==> config.mk <==
export PLATFORM = sky130hd
export DESIGN_NAME = game_engine
export DESIGN_NICKNAME = d
export VERILOG_FILES = /design/src/rtl/game_engine.sv
export SDC_FILE = /design/constraint.sdc
export NUM_CORES = 1
export LEC_CHECK = 0
export BUFFER_PORTS_ARGS = -buffer_cell sky130_fd_sc_hd__buf_2
export CAP_MARGIN = 0
export CORE_UTILIZATION = 59
export CTS_CLUSTER_SIZE = 14
export DETAILED_ROUTE_END_ITERATION = 12
export PLACE_DENSITY = 0.78
export SLEW_MARGIN = 0
export SYNTH_ARGS = -nofsm -noshare
export SYNTH_HDL_FRONTEND = slang
export SYNTH_SLANG_ARGS = --single-unit
==> constraint.sdc <==
create_clock -name clk -period 7.09 [get_ports clk]
set_input_delay 0.3545 -clock clk [delete_from_list [all_inputs] [get_ports clk]]
set_output_delay 0.3545 -clock clk [all_outputs]
set_load 0.02 [all_outputs]
==> src/rtl/game_engine.sv <==
`default_nettype none
// ============================================================================
// Module      : game_engine
// Description : Side-scrolling "flappy" game core. Keeps the bird (vertical
//               position/velocity), NUM_PIPES scrolling pipe obstacles, score
//               and best score. All motion advances on the one-clk frame
//               strobe 'tick'; start/flap/reset act on any clk.
// Revision    : 1.0 - initial release
// ----------------------------------------------------------------------------
// Ports
//   clk       in   1            system clock
//   rst       in   1            synchronous active-high reset
//   tick      in   1            frame strobe (one clk wide)
//   flap      in   1            debounced flap button (level)
//   start     in   1            start / restart request (level)
//   state     out  2            0 IDLE, 1 PLAY, 2 DYING, 3 OVER
//   score     out  16           current score (saturating)
//   hi_score  out  16           best score since reset
//   bird_y    out  10           bird top edge
//   bird_vel  out  8            bird velocity, two's complement, +down
//   pipe_x    out  NUM_PIPES*10 per-pipe right edge, pipe i at [10i+9:10i]
//   pipe_top  out  NUM_PIPES*10 per-pipe gap top
//   pipe_gap  out  NUM_PIPES*8  per-pipe gap height
// ============================================================================
module game_engine #(
  parameter int NUM_PIPES = 3,
  parameter int SCREEN_W  = 640,
  parameter int SCREEN_H  = 480,
  parameter int PIPE_W    = 50,
  parameter int SPACING   = 240,
  parameter int BIRD_X    = 40,
  parameter int BIRD_SZ   = 16,
  parameter int SPEED     = 2,
  parameter int GRAVITY   = 1,
  parameter int FLAP_V    = 10,
  parameter int VMAX      = 8,
  parameter int GAP_MIN   = 100,
  parameter int TOP_MIN   = 23
) (
  input  logic                      clk,
  input  logic                      rst,
  input  logic                      tick,
  input  logic                      flap,
  input  logic                      start,
  output logic [1:0]                state,
  output logic [15:0]               score,
  output logic [15:0]               hi_score,
  output logic [9:0]                bird_y,
  output logic [7:0]                bird_vel,
  output logic [NUM_PIPES*10-1:0]   pipe_x,
  output logic [NUM_PIPES*10-1:0]   pipe_top,
  output logic [NUM_PIPES*8-1:0]    pipe_gap
);

  typedef enum logic [1:0] {
    ST_IDLE  = 2'd0,
    ST_PLAY  = 2'd1,
    ST_DYING = 2'd2,
    ST_OVER  = 2'd3
  } state_t;

  localparam logic [15:0] c_LFSR_SEED = 16'hACE1;
  // Galois feedback mask for taps 16,14,13,11 (right-shifting form)
  localparam logic [15:0] c_LFSR_TAPS = 16'hB400;
  localparam logic [9:0]  c_START_Y   = 10'(SCREEN_H / 2);
  localparam logic [9:0]  c_START_TOP = 10'((SCREEN_H - GAP_MIN) / 2);
  localparam logic [7:0]  c_START_GAP = 8'(GAP_MIN);
  localparam logic [9:0]  c_FLOOR_Y   = 10'(SCREEN_H - BIRD_SZ);
  // A respawned pipe lands one full ring of pipes behind, less this tick's step
  localparam logic [9:0]  c_WRAP      = 10'(NUM_PIPES * SPACING - SPEED);

  state_t                 r_state, w_state_nxt;
  logic [15:0]            r_lfsr;
  logic                   r_flap_d;
  logic                   r_pending;
  logic [15:0]            r_score, r_hi;
  logic [9:0]             r_bird_y;
  logic [7:0]             r_vel;
  logic [9:0]             r_x   [NUM_PIPES];
  logic [9:0]             r_top [NUM_PIPES];
  logic [7:0]             r_gap [NUM_PIPES];
  logic [NUM_PIPES-1:0]   r_passed;

  logic                   w_start_game, w_play_tick, w_dying_tick, w_flap_rise;
  logic [15:0]            w_lfsr_nxt;
  logic [11:0]            w_bird_bot;
  logic                   w_floor_hit, w_hit;
  logic [NUM_PIPES-1:0]   w_pipe_hit, w_respawn, w_pass;
  logic [9:0]             w_x_mv [NUM_PIPES];
  logic [9:0]             w_new_top;
  logic [7:0]             w_new_gap;
  logic signed [9:0]      w_vel_grav;
  logic [7:0]             w_vel_nxt, w_vel_mag;
  logic                   w_y_under;
  logic [9:0]             w_y_nxt;
  logic [11:0]            w_y_fall;
  logic                   w_landed;
  logic [16:0]            w_score_sum;

  assign w_start_game = ((r_state == ST_IDLE) || (r_state == ST_OVER)) && start;
  assign w_play_tick  = (r_state == ST_PLAY) && tick;
  assign w_dying_tick = (r_state == ST_DYING) && tick;
  assign w_flap_rise  = flap && !r_flap_d;

  assign w_lfsr_nxt = {1'b0, r_lfsr[15:1]} ^ (r_lfsr[0] ? c_LFSR_TAPS : 16'h0000);

  // Respawn geometry: every pipe respawning this clk uses the same sample
  assign w_new_top = 10'(TOP_MIN) + {2'b00, r_lfsr[7:0]};
  assign w_new_gap = 8'(GAP_MIN) + {2'b00, r_lfsr[15:10]};

  // Collision uses the pre-update register values
  assign w_bird_bot  = {2'b00, r_bird_y} + 12'(BIRD_SZ);
  assign w_floor_hit = (w_bird_bot >= 12'(SCREEN_H));
  assign w_hit       = w_floor_hit || (|w_pipe_hit);

  for (genvar i = 0; i < NUM_PIPES; i++) begin : g_pipe
    logic [11:0] w_x_ext;
    logic [11:0] w_gap_bot;
    assign w_x_ext   = {2'b00, r_x[i]};
    assign w_gap_bot = {2'b00, r_top[i]} + {4'b0000, r_gap[i]};
    // x - PIPE_W < BIRD_X + BIRD_SZ rearranged to avoid underflow near x = 0
    assign w_pipe_hit[i] = (w_x_ext > 12'(BIRD_X)) &&
                           (w_x_ext < 12'(BIRD_X + BIRD_SZ + PIPE_W)) &&
                           ((r_bird_y < r_top[i]) || (w_bird_bot > w_gap_bot));
    assign w_respawn[i]  = (r_x[i] <= 10'(SPEED));
    assign w_x_mv[i]     = w_respawn[i] ? (r_x[i] + c_WRAP) : (r_x[i] - 10'(SPEED));
    // Pass is judged on the post-move position, so score rises with x = BIRD_X
    assign w_pass[i]     = !r_passed[i] && !w_respawn[i] && (w_x_mv[i] <= 10'(BIRD_X));

    assign pipe_x  [10*i +: 10] = r_x[i];
    assign pipe_top[10*i +: 10] = r_top[i];
    assign pipe_gap[8*i  +: 8]  = r_gap[i];
  end

  assign w_score_sum = {1'b0, r_score} + 17'($countones(w_pass));

  // Bird: flap impulse overrides gravity; climbing clamps at the top edge
  assign w_vel_grav = $signed({{2{r_vel[7]}}, r_vel}) + $signed(10'(GRAVITY));
  assign w_vel_nxt  = r_pending ? 8'(-FLAP_V)
                    : ((w_vel_grav > $signed(10'(VMAX))) ? 8'(VMAX) : w_vel_grav[7:0]);
  assign w_vel_mag  = -w_vel_nxt;
  assign w_y_under  = w_vel_nxt[7] && ({2'b00, w_vel_mag} > r_bird_y);
  assign w_y_nxt    = w_y_under ? 10'd0 : (r_bird_y + {{2{w_vel_nxt[7]}}, w_vel_nxt});

  assign w_y_fall = {2'b00, r_bird_y} + 12'(VMAX);
  assign w_landed = ((w_y_fall + 12'(BIRD_SZ)) >= 12'(SCREEN_H));

  always_ff @(posedge clk) begin
    if (rst) r_state <= ST_IDLE;
    else     r_state <= w_state_nxt;
  end

  always_comb begin
    w_state_nxt = r_state;
    case (r_state)
      ST_IDLE, ST_OVER: if (start)                 w_state_nxt = ST_PLAY;
      ST_PLAY:          if (tick && w_hit)         w_state_nxt = ST_DYING;
      ST_DYING:         if (tick && w_landed)      w_state_nxt = ST_OVER;
      default:                                     w_state_nxt = ST_IDLE;
    endcase
  end

  always_ff @(posedge clk) begin
    if (rst) begin
      r_lfsr    <= c_LFSR_SEED;
      r_flap_d  <= 1'b0;
      r_pending <= 1'b0;
      r_score   <= '0;
      r_hi      <= '0;
      r_bird_y  <= '0;
      r_vel     <= '0;
      r_passed  <= '0;
      for (int i = 0; i < NUM_PIPES; i++) begin
        r_x[i]   <= '0;
        r_top[i] <= '0;
        r_gap[i] <= '0;
      end
    end else begin
      r_lfsr   <= w_lfsr_nxt;
      r_flap_d <= flap;
      if (w_start_game) begin
        // Start layout wins over any motion or flap edge in the same clk
        r_pending <= 1'b0;
        r_score   <= '0;
        r_bird_y  <= c_START_Y;
        r_vel     <= '0;
        r_passed  <= '0;
        for (int i = 0; i < NUM_PIPES; i++) begin
          r_x[i]   <= 10'((i + 1) * SPACING + PIPE_W);
          r_top[i] <= c_START_TOP;
          r_gap[i] <= c_START_GAP;
        end
      end else begin
        // A fresh edge survives a consuming tick in the same clk
        if (w_flap_rise)      r_pending <= 1'b1;
        else if (w_play_tick) r_pending <= 1'b0;

        if (w_play_tick && !w_hit) begin
          r_vel    <= w_vel_nxt;
          r_bird_y <= w_y_nxt;
          r_score  <= w_score_sum[16] ? 16'hFFFF : w_score_sum[15:0];
          for (int i = 0; i < NUM_PIPES; i++) begin
            r_x[i] <= w_x_mv[i];
            if (w_respawn[i]) begin
              r_top[i]    <= w_new_top;
              r_gap[i]    <= w_new_gap;
              r_passed[i] <= 1'b0;
            end else if (w_pass[i]) begin
              r_passed[i] <= 1'b1;
            end
          end
        end

        if (w_dying_tick) begin
          r_vel <= 8'(VMAX);
          if (w_landed) begin
            r_bird_y <= c_FLOOR_Y;
            if (r_score > r_hi) r_hi <= r_score;
          end else begin
            r_bird_y <= w_y_fall[9:0];
          end
        end
      end
    end
  end

  assign state    = r_state;
  assign score    = r_score;
  assign hi_score = r_hi;
  assign bird_y   = r_bird_y;
  assign bird_vel = r_vel;

endmodule
`default_nettype wire
Yosys cells after proc, flatten, opt, wreduce, memory -nomap -nowiden
Memory sizes are Yosys's and may differ from the RTL's. Index checks and enable logic that the tools add are counted.

Word-level logic and storage cells: 202. Memory bits (writable): 81. Output and inout port bits: 136. Input bits: 5. Flip-flop bits (word level): 73. Memories kept: 3.

Memories: r_x (depth 3, width 10, read ports 3, clocked after memory_dff 0, wr ports 3, line 79) `logic [9:0] r_x [NUM_PIPES];`; r_top (depth 3, width 9, read ports 3, clocked after memory_dff 0, wr ports 3, line 80) `logic [9:0] r_top [NUM_PIPES];`; r_gap (depth 3, width 8, read ports 3, clocked after memory_dff 0, wr ports 3, line 81) `logic [7:0] r_gap [NUM_PIPES];`.

Order comparisons: 23. Equality and inequality tests: 6. Multiplexer cells: 68. Add/subtract/negate cells: 20. Reduce and logical (&&, ||, !) cells: 49. Bitwise operators: 20.

Operator list (number): $mux 10 (13); $mux 8 (9); $mux 9 (6); $add 10x8->11 (3); $gt 11x11->1 (3); $mux 1 (32); $mux 16 (2); $add 10x10->10 const B (3); $gt 10x6->1 const B (3); $le 10x2->1 const B (3); $le 10x6->1 const B (3); $lt 10x10->1 (3); $lt 10x7->1 const B (3); $sub 10x2->10 const B (3); $logic_and 1x1->1 (20); $or 1x1->1 (18); $add 16x3->17 (1); $gt 16x16->1 (1); $xor 15x16->16 (1); $add 11x5->12 const B (1); $ge 12x9->1 const B (1); $add 10x4->11 const B (1); $add 10x5->11 const B (1); $ge 11x9->1 const B (1); other kinds (27) (51).

Depth between registers and ports, before layout
Gate-level depths: netlist of the first run. An unclocked memory read counts as a cell.

Word-level depth: 14. Mapped depth: 22. Depth with buffers taken out: 21.

Least setup slack after synthesis of the first run
Ideal clock, no wire load.

Path kind: register to register. From: memory r_top[0][18] (netlist name). To: memory r_gap[1][2] (netlist: r_gap[0][10]), enable pin. Slack: 1783 ps. Cell stages (with the launch flop): 20. Required time: 6673 ps. Path buffers: 1. Setup time: 417 ps. Arrival time: 4890 ps. Clock period less this slack: 5307 ps. Path through: edfxtp_1 > ha_1 > inv_1 > fa_1 > nor2b_1 > o21ai_0 > a21oi_1 > o21ai_0 > nand2b_1 > a21o_1 > a21oi_1 > xnor2_1 > ha_1 > a21o_1 > a2111oi_0 > a211oi_1 > nor3_1 > nand4b_1 > clkbuf_1 > o21ai_0.

RTL lines (line): from (decl) (80); to (decl) (81).

==> metrics.txt, run 1 <==
worst path bufs/invs 2; clk_lat worst skew 0.43 ns; Rows 48; first-pass GRT wire length 43000 µm; max cap viols 0; total grt overflow 0; clk root buf clkbuf_16; initial antenna violation count 3; ranking of synthesized cells by area edfxtp_1 (22%), ha_1 (16%), dfxtp_1 (14%), inv_1 (3.6%), xnor2_1 (3.6%); Max stage delay on crit path 0.57 ns; routed vias 9195; Slew Viols, Final 0; Clock Skew 0.00862 ns; Max IR drop VDD 0.210 mV; hold depth 2; pre-CTS setup slack 1.85 ns; Final Hold Fails 0; routed len/inst 18.1 µm; min Tclk post-route 5.44 ns; Arrival @ worst endpoint 5.68 ns; CTS Hold Bufs 0; synthesized instance count 1150; worst slew pin tran 1.15 ns; hold_ws 0.154 ns; CP Max Fanout 32; status finished clean; Slowest cell on crit path nand2_1; DP HPWL 20500 µm; vias per std cell 6.06; FMAX 184 MHz; most common cell after layout, fill and taps aside ha_1; ys flop type edfxtp_1; Placer Congestion 0.936; crit path capture type flip-flop; Reg clk slew, reported paths 0.07 ns; DRT antenna net count 0; maximum buffer depth of the clock tree 2; die height 136 µm; largest delay contributor family on the critical path compound AO/OA/AOI/OAI gates; FILL cells 1392; R2R Path End r_x[0][14]$_DFFE_PP_; IO Count 141; Nets 1424; routed wire length 27500 µm; async set-reset flop share out of synthesis 0; crit-path cells ha_1 -> inv_1 -> fa_1 -> nor2b_1 -> o21ai_0 -> a21oi_1 -> o21ai_0 -> nand2b_1 -> a21o_1 -> a21oi_1 -> xnor2_1 -> ha_1 -> a21o_1 -> a2111oi_0 -> a211oi_1 -> nor3_1 -> and4b_1 -> buf_4 -> nand2_1 -> o21ai_0; Syn Area/Cell 9.21 µm²; Worst Setup SP r_top[0][18]$_DFFE_PP_; CP Depth 20; initial core utilization 0.608; vias in the first global route 8577; largest net degree at the start of global routing 38; unrepaired setup endpoints after global routing false; share of the synthesized area in the top cell type 0.221; most frequent cells in the layout ha_1 (135), buf_2 (134), inv_1 (103), nor2_1 (99); Syn. warnings 0; htree depth 4; total track usage 0.301; Iter 0 DRT Violations 731; drt drc 0; Die Wd 136 µm; final setup fails 0; CP Class reg2reg; final setup TNS 0 ns; most used cell, CP o21ai_0; Seq/Total Area, Yosys 0.359; DIE AREA 18500 µm²; worst r2r src r_top[0][18]$_DFFE_PP_; synth unique cells 77; CTS buffer count 17; post_cts resized 0; reg-to-reg slack, setup 1.65 ns; Worst EP required 7.34 ns; 1st-pass router iterations 7; Post-Syn Area 10600 µm²; CTS tree done; PnR worst setup slack 1.65 ns; Pleak 5.38 nW; clock sink count 151; Critical Path End r_x[0][14]$_DFFE_PP_; Synth Register Bits 151; area leader, netlist edfxtp_1; share of layout cells above drive strength 1 0.149; PortBufs 134; postcts setup bufs 0; Post-synth EDFFs 78; Area Growth Syn to Fin 13.5%; Max-slew headroom 0.232; Hold Crit Class in2reg; critical path launch point type flip-flop; fin crit share 0.767; Core ar. 17400 µm²; Register-to-Register Path Depth 20; cell area power density 407 nW/µm²
==> cell usage after synthesis (28+ instances only) <==
| library cell | n |
|---|---|
| a211oi_1 | 30 |
| nand3_1 | 28 |
| dfxtp_1 | 73 |
| inv_1 | 103 |
| nor3_1 | 31 |
| nand2_1 | 78 |
| ha_1 | 135 |
| nor2_1 | 99 |
| o21ai_0 | 64 |
| edfxtp_1 | 78 |
| a21oi_1 | 69 |
| xnor2_1 | 43 |
==> worst reg2reg max path: cells and delay by family, from the launching register on <==
kind,cells,cell delay [ns]
fa+ha+maj,3,0.71
flops,1,0.41
buf+inv,2,0.42
simple gates,5,1.59
compound gates,9,1.98
xor+xnor,1,0.14
==> cells by family (layout without fill, tap and decap cells) <==
group                    after synthesis  count (layout)  synth area share
flip-flops                           151             151             0.359
AO/OA/AOI/OAI                        278             278             0.174
XOR/XNOR                              71              71            0.0594
AND/OR/NAND/NOR                      344             344             0.157
multiplexers                          22              22            0.0209
adder cells (fa/ha/maj)              141             141             0.171
buffers and inverters                142             278            0.0580
other                                  1               7          0.000354
==> layout make-up <==
cell class	count	area, µm²	area share
antenna	1	2.50	0.000208
inverter	103	387	0.0321
tap	225	282	0.0234
timing repair buffer	143	738	0.0614
clock buffer	18	450	0.0374
multi-input combinational	862	6190	0.515
sequential	151	3800	0.316
clock inverter	14	171	0.0143
==> flip-flops by register name (all words and copies together) (netlist names) <==
register and cells:
r_lfsr 16, r_flap_d 1, score 16, r_top 27
r_pending 1, r_x 27, state 2, hi_score 16
bird_y 10, bird_vel 8, r_gap 24, r_passed 3
==> layer usage <==
metal,GRT usage,part of all wire,vias up
li1,-,-,4401
met1,0.398,0.44,4420
met2,0.494,0.48,313
met3,0.0474,0.061,57
met4,0.117,0.024,4
met5,0,0.00073,-
==> how the worst min path moves through the flow <==
stage / start / end / slack [ns]
CTS: flap / r_flap_d$_SDFF_PP0_ / 0.14
detailed placement: r_lfsr[8]$_SDFF_PP0_ / r_lfsr[7]$_SDFF_PP1_ / 0.40
finish: flap / r_flap_d$_SDFF_PP0_ / 0.15
floorplan: r_lfsr[8]$_SDFF_PP0_ / r_lfsr[7]$_SDFF_PP1_ / 0.39
global route: flap / r_flap_d$_SDFF_PP0_ / 0.18
global placement: r_lfsr[8]$_SDFF_PP0_ / r_lfsr[7]$_SDFF_PP1_ / 0.42
==> power breakdown <==
group	internal [W]	switching, W	leakage (nW)
logic	0.000982	0.00154	3.63
clock network	0.000557	0.000403	0.310
registers	0.00115	0.000258	1.44
total	0.00269	0.00220	5.38
==> through the flow <==
stage	instance area (µm²)	std cells	total power, W	utilization
after floorplan	10600	1155	0.00319	-
after global placement	11400	1484	0.00381	0.655
after detailed placement	11400	1484	0.00388	0.655
after CTS	12000	1516	0.00486	0.691
after global routing	12000	1516	0.00525	0.691
final	12000	1517	0.00489	0.691
Note: power is estimated with default switching activity, not from simulation.
==> run 2: changes to the inputs <==
ABC_AREA = 1   (was not set)
clock period = 5.45 ns   (was 7.09 ns; I/O delays follow)
==> run 2 against run 1 <==
Against the previous run: largest power group unchanged; largest cell class unchanged; critical path type unchanged; register-to-register slack lost 1.2 ns; design area grew 0.85%; total power grew 38%.
==> metrics.txt, run 2 <==
status finished clean; Post-synth EDFFs 78 (unchanged); CTS Hold Bufs 0 (unchanged); DIE AREA 18600 µm² (+0.36%); Synth Register Bits 151 (unchanged); ys flop type edfxtp_1; synth unique cells 42 (-45%); Iter 0 DRT Violations 756 (+3.4%); Core ar. 17500 µm² (+0.35%); DRT antenna net count 0 (unchanged); cell with the most instances after synthesis nand2_1; Worst EP required 5.52 ns (-1.82 ns); Max IR drop VDD 0.282 mV (+34%); PortBufs 134 (unchanged); top post-synthesis cells by count nand2_1 (248), inv_1 (199), nor2_1 (138); initial core utilization 0.608 (about the same); final setup fails 0 (unchanged); unrepaired setup endpoints after global routing false; ANT cells 0 (-1); Slew Viols, Final 0 (unchanged); Syn. warnings 0 (unchanged); worst slew pin tran 1.03 ns (-0.119 ns); drt drc 0 (unchanged); Syn Area/Cell 7.87 µm² (-15%); CTS buffer count 17 (unchanged); clk_lat worst skew 0.44 ns (about the same); maximum buffer depth of the clock tree 2 (unchanged); htree depth 4 (unchanged); share of the synthesized area in the top cell type 0.220 (-0.000807); synthesized instance count 1351 (+17%); routed wire length 27900 µm (+1.4%); Post-Syn Area 10600 µm² (+0.37%); Nets 1632 (+15%); total track usage 0.312 (+0.0106); ranking of synthesized cells by area edfxtp_1 (22%), ha_1 (16%), dfxtp_1 (14%), nand2_1 (8.8%), inv_1 (7.0%); Pleak 6.15 nW (+14%); die height 136 µm (+0.18%); first-pass GRT wire length 44900 µm (+4.3%); Reg clk slew, reported paths 0.07 ns (about the same); clk root buf clkbuf_16; final setup TNS 0 ns (unchanged); Final Non-Filler Cells 1724 (+14%); CP Max Fanout 18 (-44%); vias in the first global route 9137 (+6.5%); share of layout cells above drive strength 1 0.127 (-0.0221); min Tclk post-route 4.95 ns (-0.488 ns); vias per std cell 5.57 (-8.1%); FMAX 202 MHz (+9.9%); Placed Area 11500 µm² (+1.1%); async set-reset flop share out of synthesis 0 (unchanged); Total Power 0.00673 W (+38%); CTS tree done; most frequent cells in the layout nand2_1 (248), inv_1 (199), nor2_1 (138), ha_1 (135), buf_2 (134); CP Class reg2reg; crit path capture type flip-flop; IO Count 141 (unchanged); max cap viols 0 (unchanged); total grt overflow 0 (unchanged); Rows 48 (unchanged); 1st-pass router iterations 6 (-1); Max-slew headroom 0.312 (+0.0799); most common cell after layout, fill and taps aside nand2_1; Hold Crit Class in2reg; Regs by FF count r_top x27, r_x x27, r_gap x24; cell area power density 555 nW/µm² (+37%); Placer Congestion 0.972 (+3.9%); largest net degree at the start of global routing 32 (-16%); area leader, netlist edfxtp_1; routed len/inst 16.2 µm (-11%); Placed Cells incl. Taps 1692 (+14%); DP HPWL 21200 µm (+3.2%); Area Growth Syn to Fin 14.1%; Seq/Total Area, Yosys 0.358 (-0.00131); Final Hold Fails 0 (unchanged); clock sink count 151 (unchanged); fin crit share 0.908 (+0.141); final standard cell area without fillers 12100 µm² (+0.85%); Arrival @ worst endpoint 5.02 ns (-0.66 ns); Clock Skew 0.0117 ns (+0.00303 ns); routed vias 9605 (+4.5%); initial antenna violation count 0 (-3); hold_ws 0.0699 ns (-0.0844 ns); critical path launch point type flip-flop; Die Wd 136 µm (+0.18%)
-- run 2: worst paths after layout --
| kind | startpoint | endpoint | slack (ns) | cells after the start |
|---|---|---|---|---|
| setup / recovery | r_top[0][0]$_DFFE_PP_ | r_gap[0][4]$_DFFE_PP_ | 0.50 | 22 |
| hold / removal | flap | r_flap_d$_SDFF_PP0_ | 0.07 | 3 |
| setup reg to reg | r_top[0][0]$_DFFE_PP_ | r_gap[0][4]$_DFFE_PP_ | 0.50 | 22 |
| hold reg to reg | r_lfsr[9]$_SDFF_PP0_ | r_lfsr[8]$_SDFF_PP0_ | 0.41 | 2 |
-- run 2: power breakdown --
part	switching, W	leakage, nW	internal (W)	total, W
Sequential	0.000293	1.44	0.00151	0.00181
Clock	0.000502	0.295	0.000709	0.00121
Combinational	0.00241	4.42	0.00131	0.00371
Total	0.00320	6.15	0.00353	0.00673
-- run 2: through the flow --
stage | worst slack, ns | util
6_report | 0.500 | 0.694
3_3_place_gp | 0.744 | 0.660
3_5_place_dp | 0.559 | 0.660
2_1_floorplan | 0.621 | -
4_1_cts | 0.498 | 0.694
5_1_grt | 0.0225 | 0.694
-- run 2: cell type report --
| class | instances | area (µm²) |
|---|---|---|
| flip-flops and latches | 151 | 3800 |
| repair buffers | 143 | 751 |
| clock buffers | 20 | 458 |
| multi-input cells | 972 | 5940 |
| clock inverters | 12 | 144 |
| well taps | 225 | 282 |
| fillers | 1398 | 5350 |
| inverters | 201 | 754 |
-- run 2: layer usage --
metal | GRT usage | share of wire
met1 | 0.411 | 0.43
met2 | 0.522 | 0.48
met3 | 0.0418 | 0.067
met4 | 0.110 | 0.023
met5 | 0 | 0
-- run 2: what timing repair did --
action	in CTS	in global routing
resized for setup	0	1
endpoints found under the hold margin	0	0
endpoints found under the setup margin	0	3
setup buffers	0	0
-- run 2: cell families (layout without fill, tap and decap cells) --
logic type | after synthesis | count (layout) | synth area share
DFF | 151 | 151 | 0.358
AOI/OAI and AO/OA | 249 | 249 | 0.127
xor gates and xnor gates | 75 | 75 | 0.0618
other | 1 | 6 | 0.000353
adders and majority gates | 141 | 141 | 0.170
buffers and inverters | 233 | 376 | 0.0854
and+or+nand+nor | 501 | 501 | 0.198
-- run 2: critical path: stages, from the launching register on --
cell and delay [ns]:
edfxtp_1 0.40, ha_1 0.18, inv_1 0.06, fa_1 0.41, o21ai_0 0.36, a21oi_1 0.11, o21ai_0 0.30, a21o_1 0.16
a21oi_1 0.07, xor2_1 0.15, ha_1 0.30, a21oi_1 0.17, nor2_1 0.05, nor3_1 0.14, nand2_1 0.07, nand2_1 0.06
nand2_1 0.04, nand2_1 0.05, nand2_1 0.10, nor3_4 0.42, buf_4 0.30, nand2_1 0.08, nand2_1 0.58
==> run 3: changes to the inputs <==
PLACE_DENSITY = not set   (was 0.78)
PLACE_DENSITY_LB_ADDON = 0.1   (was not set)
==> run 3 against run 2 <==
Against the previous run: combinational power is 2% lower; wire length decreased by 3.6%; die area unchanged; global-route usage is 1.3 points lower; critical path depth did not move; register-to-register slack better by 0.26 ns; worst hold slack gained 0.025 ns; sequential share of layout area is 0.052 points higher; worst setup slack improved by 0.26 ns; sequential power is essentially flat; core utilization shrank 0.11 points; first-iteration DRC count decreased by 23%; critical endpoint is now r_top[0][1]$_DFFE_PP_; largest cell class unchanged; largest power group unchanged.
==> metrics.txt, run 3 (synthesis results as in run 2) <==
status finished clean; maximum buffer depth of the clock tree 2 (unchanged); Slew Viols, Final 0 (unchanged); CTS tree done; most used cell, CP nand2_1; first-pass GRT wire length 43100 µm (-4.0%); routed wire length 26900 µm (-3.6%); initial core utilization 0.608 (unchanged); Nets 1633 (+0.061%); drt drc 0 (unchanged); clk_lat worst skew 0.43 ns (about the same); DP HPWL 20600 µm (-2.9%); CTS buffer count 17 (unchanged); critical path launch point type flip-flop; most common cell after layout, fill and taps aside nand2_1; CP Max Fanout 17 (-1); Worst EP required 5.61 ns (+0.09 ns); largest delay contributor family on the critical path compound AO/OA/AOI/OAI gates; Placer Congestion 0.963 (-0.98%); PortBufs 134 (unchanged); Clock Skew 0.0137 ns (+0.00208 ns); postcts setup bufs 0 (unchanged); DRT antenna net count 0 (unchanged); cell area power density 548 nW/µm² (-1.2%); ANT cells 0 (unchanged); htree depth 4 (unchanged); Final Hold Fails 0 (unchanged); DIE AREA 18600 µm² (unchanged); min Tclk post-route 4.69 ns (-0.264 ns); vias per std cell 5.50 (-1.2%); share of layout cells above drive strength 1 0.129 (+0.00192); total grt overflow 0 (unchanged); clk root buf clkbuf_16; CTS Hold Bufs 0 (unchanged); unrepaired setup endpoints after global routing false; Max IR drop VDD 0.283 mV (+0.45%); Pleak 6.14 nW (-0.25%); total track usage 0.299 (-0.0128); routed len/inst 15.6 µm (-3.7%); crit path capture type flip-flop; CP Class reg2reg; Total Power 0.00664 W (-1.4%); routed vias 9495 (-1.1%); initial antenna violation count 0 (unchanged); Slowest cell on crit path o21ai_0; max cap viols 0 (unchanged); Max stage delay on crit path 0.46 ns (-0.12 ns); worst path bufs/invs 2 (unchanged); vias in the first global route 8782 (-3.9%); post_cts resized 0 (unchanged); Die Wd 136 µm (unchanged); fin crit share 0.860 (-0.0485); Reg clk slew, reported paths 0.07 ns (about the same); IO Count 141 (unchanged); crit-path cells ha_1 -> inv_1 -> fa_1 -> o21ai_0 -> a21oi_1 -> o21ai_0 -> a21o_1 -> a21oi_1 -> xor2_1 -> ha_1 -> a21oi_1 -> nor2_1 -> nor3_1 -> nand2_1 -> nand2_1 -> nand2_1 -> nand2_1 -> nand2_1 -> nor3_4 -> o311ai_2 -> buf_4 -> o21ai_0; 1st-pass router iterations 5 (-1); most frequent cells in the layout nand2_1 (248), inv_1 (199), nor2_1 (138), ha_1 (135), buf_2 (134); final setup fails 0 (unchanged); final setup TNS 0 ns (unchanged); Arrival @ worst endpoint 4.84 ns (-0.18 ns); Hold Crit Class in2reg; Rows 48 (unchanged); clock sink count 151 (unchanged); FMAX 213 MHz (+5.6%); die height 136 µm (unchanged); Core ar. 17500 µm² (unchanged); Area Growth Syn to Fin 13.9%; worst slew pin tran 0.884 ns (-0.147 ns); largest net degree at the start of global routing 32 (unchanged); Max-slew headroom 0.409 (+0.0978); Iter 0 DRT Violations 580 (-23%); Regs by FF count r_top x27, r_x x27, r_gap x24
==> run 3: cell count changes in the layout (fill, tap and decap cells not counted), moves of 2 or more <==
| cell | delta |
|---|---|
| clkinv_4 | -4 |
| inv_6 | +2 |
| clkinvlp_4 | +2 |
| clkbuf_1 | -2 |
| buf_4 | +2 |
| inv_8 | +3 |
==> run 3: worst paths after layout <==
kind / from / end / slack (ns) / cells after the start
worst min-delay path: flap / r_flap_d$_SDFF_PP0_ / 0.09 / 3
worst max register to register: r_top[0][0]$_DFFE_PP_ / r_top[0][1]$_DFFE_PP_ / 0.76 / 22
worst min register to register: r_lfsr[8]$_SDFF_PP0_ / r_lfsr[7]$_SDFF_PP1_ / 0.42 / 1
worst max-delay path: r_top[0][0]$_DFFE_PP_ / r_top[0][1]$_DFFE_PP_ / 0.76 / 22
==> run 3: stage by stage <==
| step | std cells | cell area [µm²] | util | hold WS (ns) | setup slack [ns] |
|---|---|---|---|---|---|
| 6_report | 1725 | 12100 | 0.693 | 0.0950 | 0.764 |
| 3_3_place_gp | 1693 | 11500 | 0.659 | 0.394 | 1.06 |
| 2_1_floorplan | 1356 | 10700 | - | 0.388 | 0.621 |
| 4_1_cts | 1725 | 12100 | 0.693 | 0.0811 | 0.824 |
| 5_1_grt | 1725 | 12100 | 0.693 | 0.100 | 0.403 |
| 3_5_place_dp | 1693 | 11500 | 0.659 | 0.402 | 0.875 |
==> run 3: tightest hold or removal path: cells and delay by family <==
family                 cells  cell delay, ns
AND/OR/NAND/NOR            1            0.07
buffers and inverters      2            0.14
==> run 3: cell type report <==
cell class / instances / area [µm²]
Multi-Input combinational cell: 972 / 5940
Sequential cell: 151 / 3800
Tap cell: 225 / 282
Clock inverter: 15 / 161
Timing Repair Buffer: 144 / 746
Fill cell: 1484 / 5370
Clock buffer: 17 / 425
Inverter: 201 / 754
==> run 3: metal layers <==
metal	vias to the layer above	global-route usage	wire (µm)
li1	4737	-	-
met5	-	0	0
met1	4408	0.394	11800
met3	37	0.0451	1670
met4	0	0.110	595
met2	313	0.495	12800
==> run 3: report_power, final <==
group / leakage [nW] / internal (W) / switching, W
Clock: 0.280 / 0.000648 / 0.000526
Sequential: 1.44 / 0.00151 / 0.000300
Combinational: 4.42 / 0.00128 / 0.00237
Total: 6.14 / 0.00345 / 0.00319
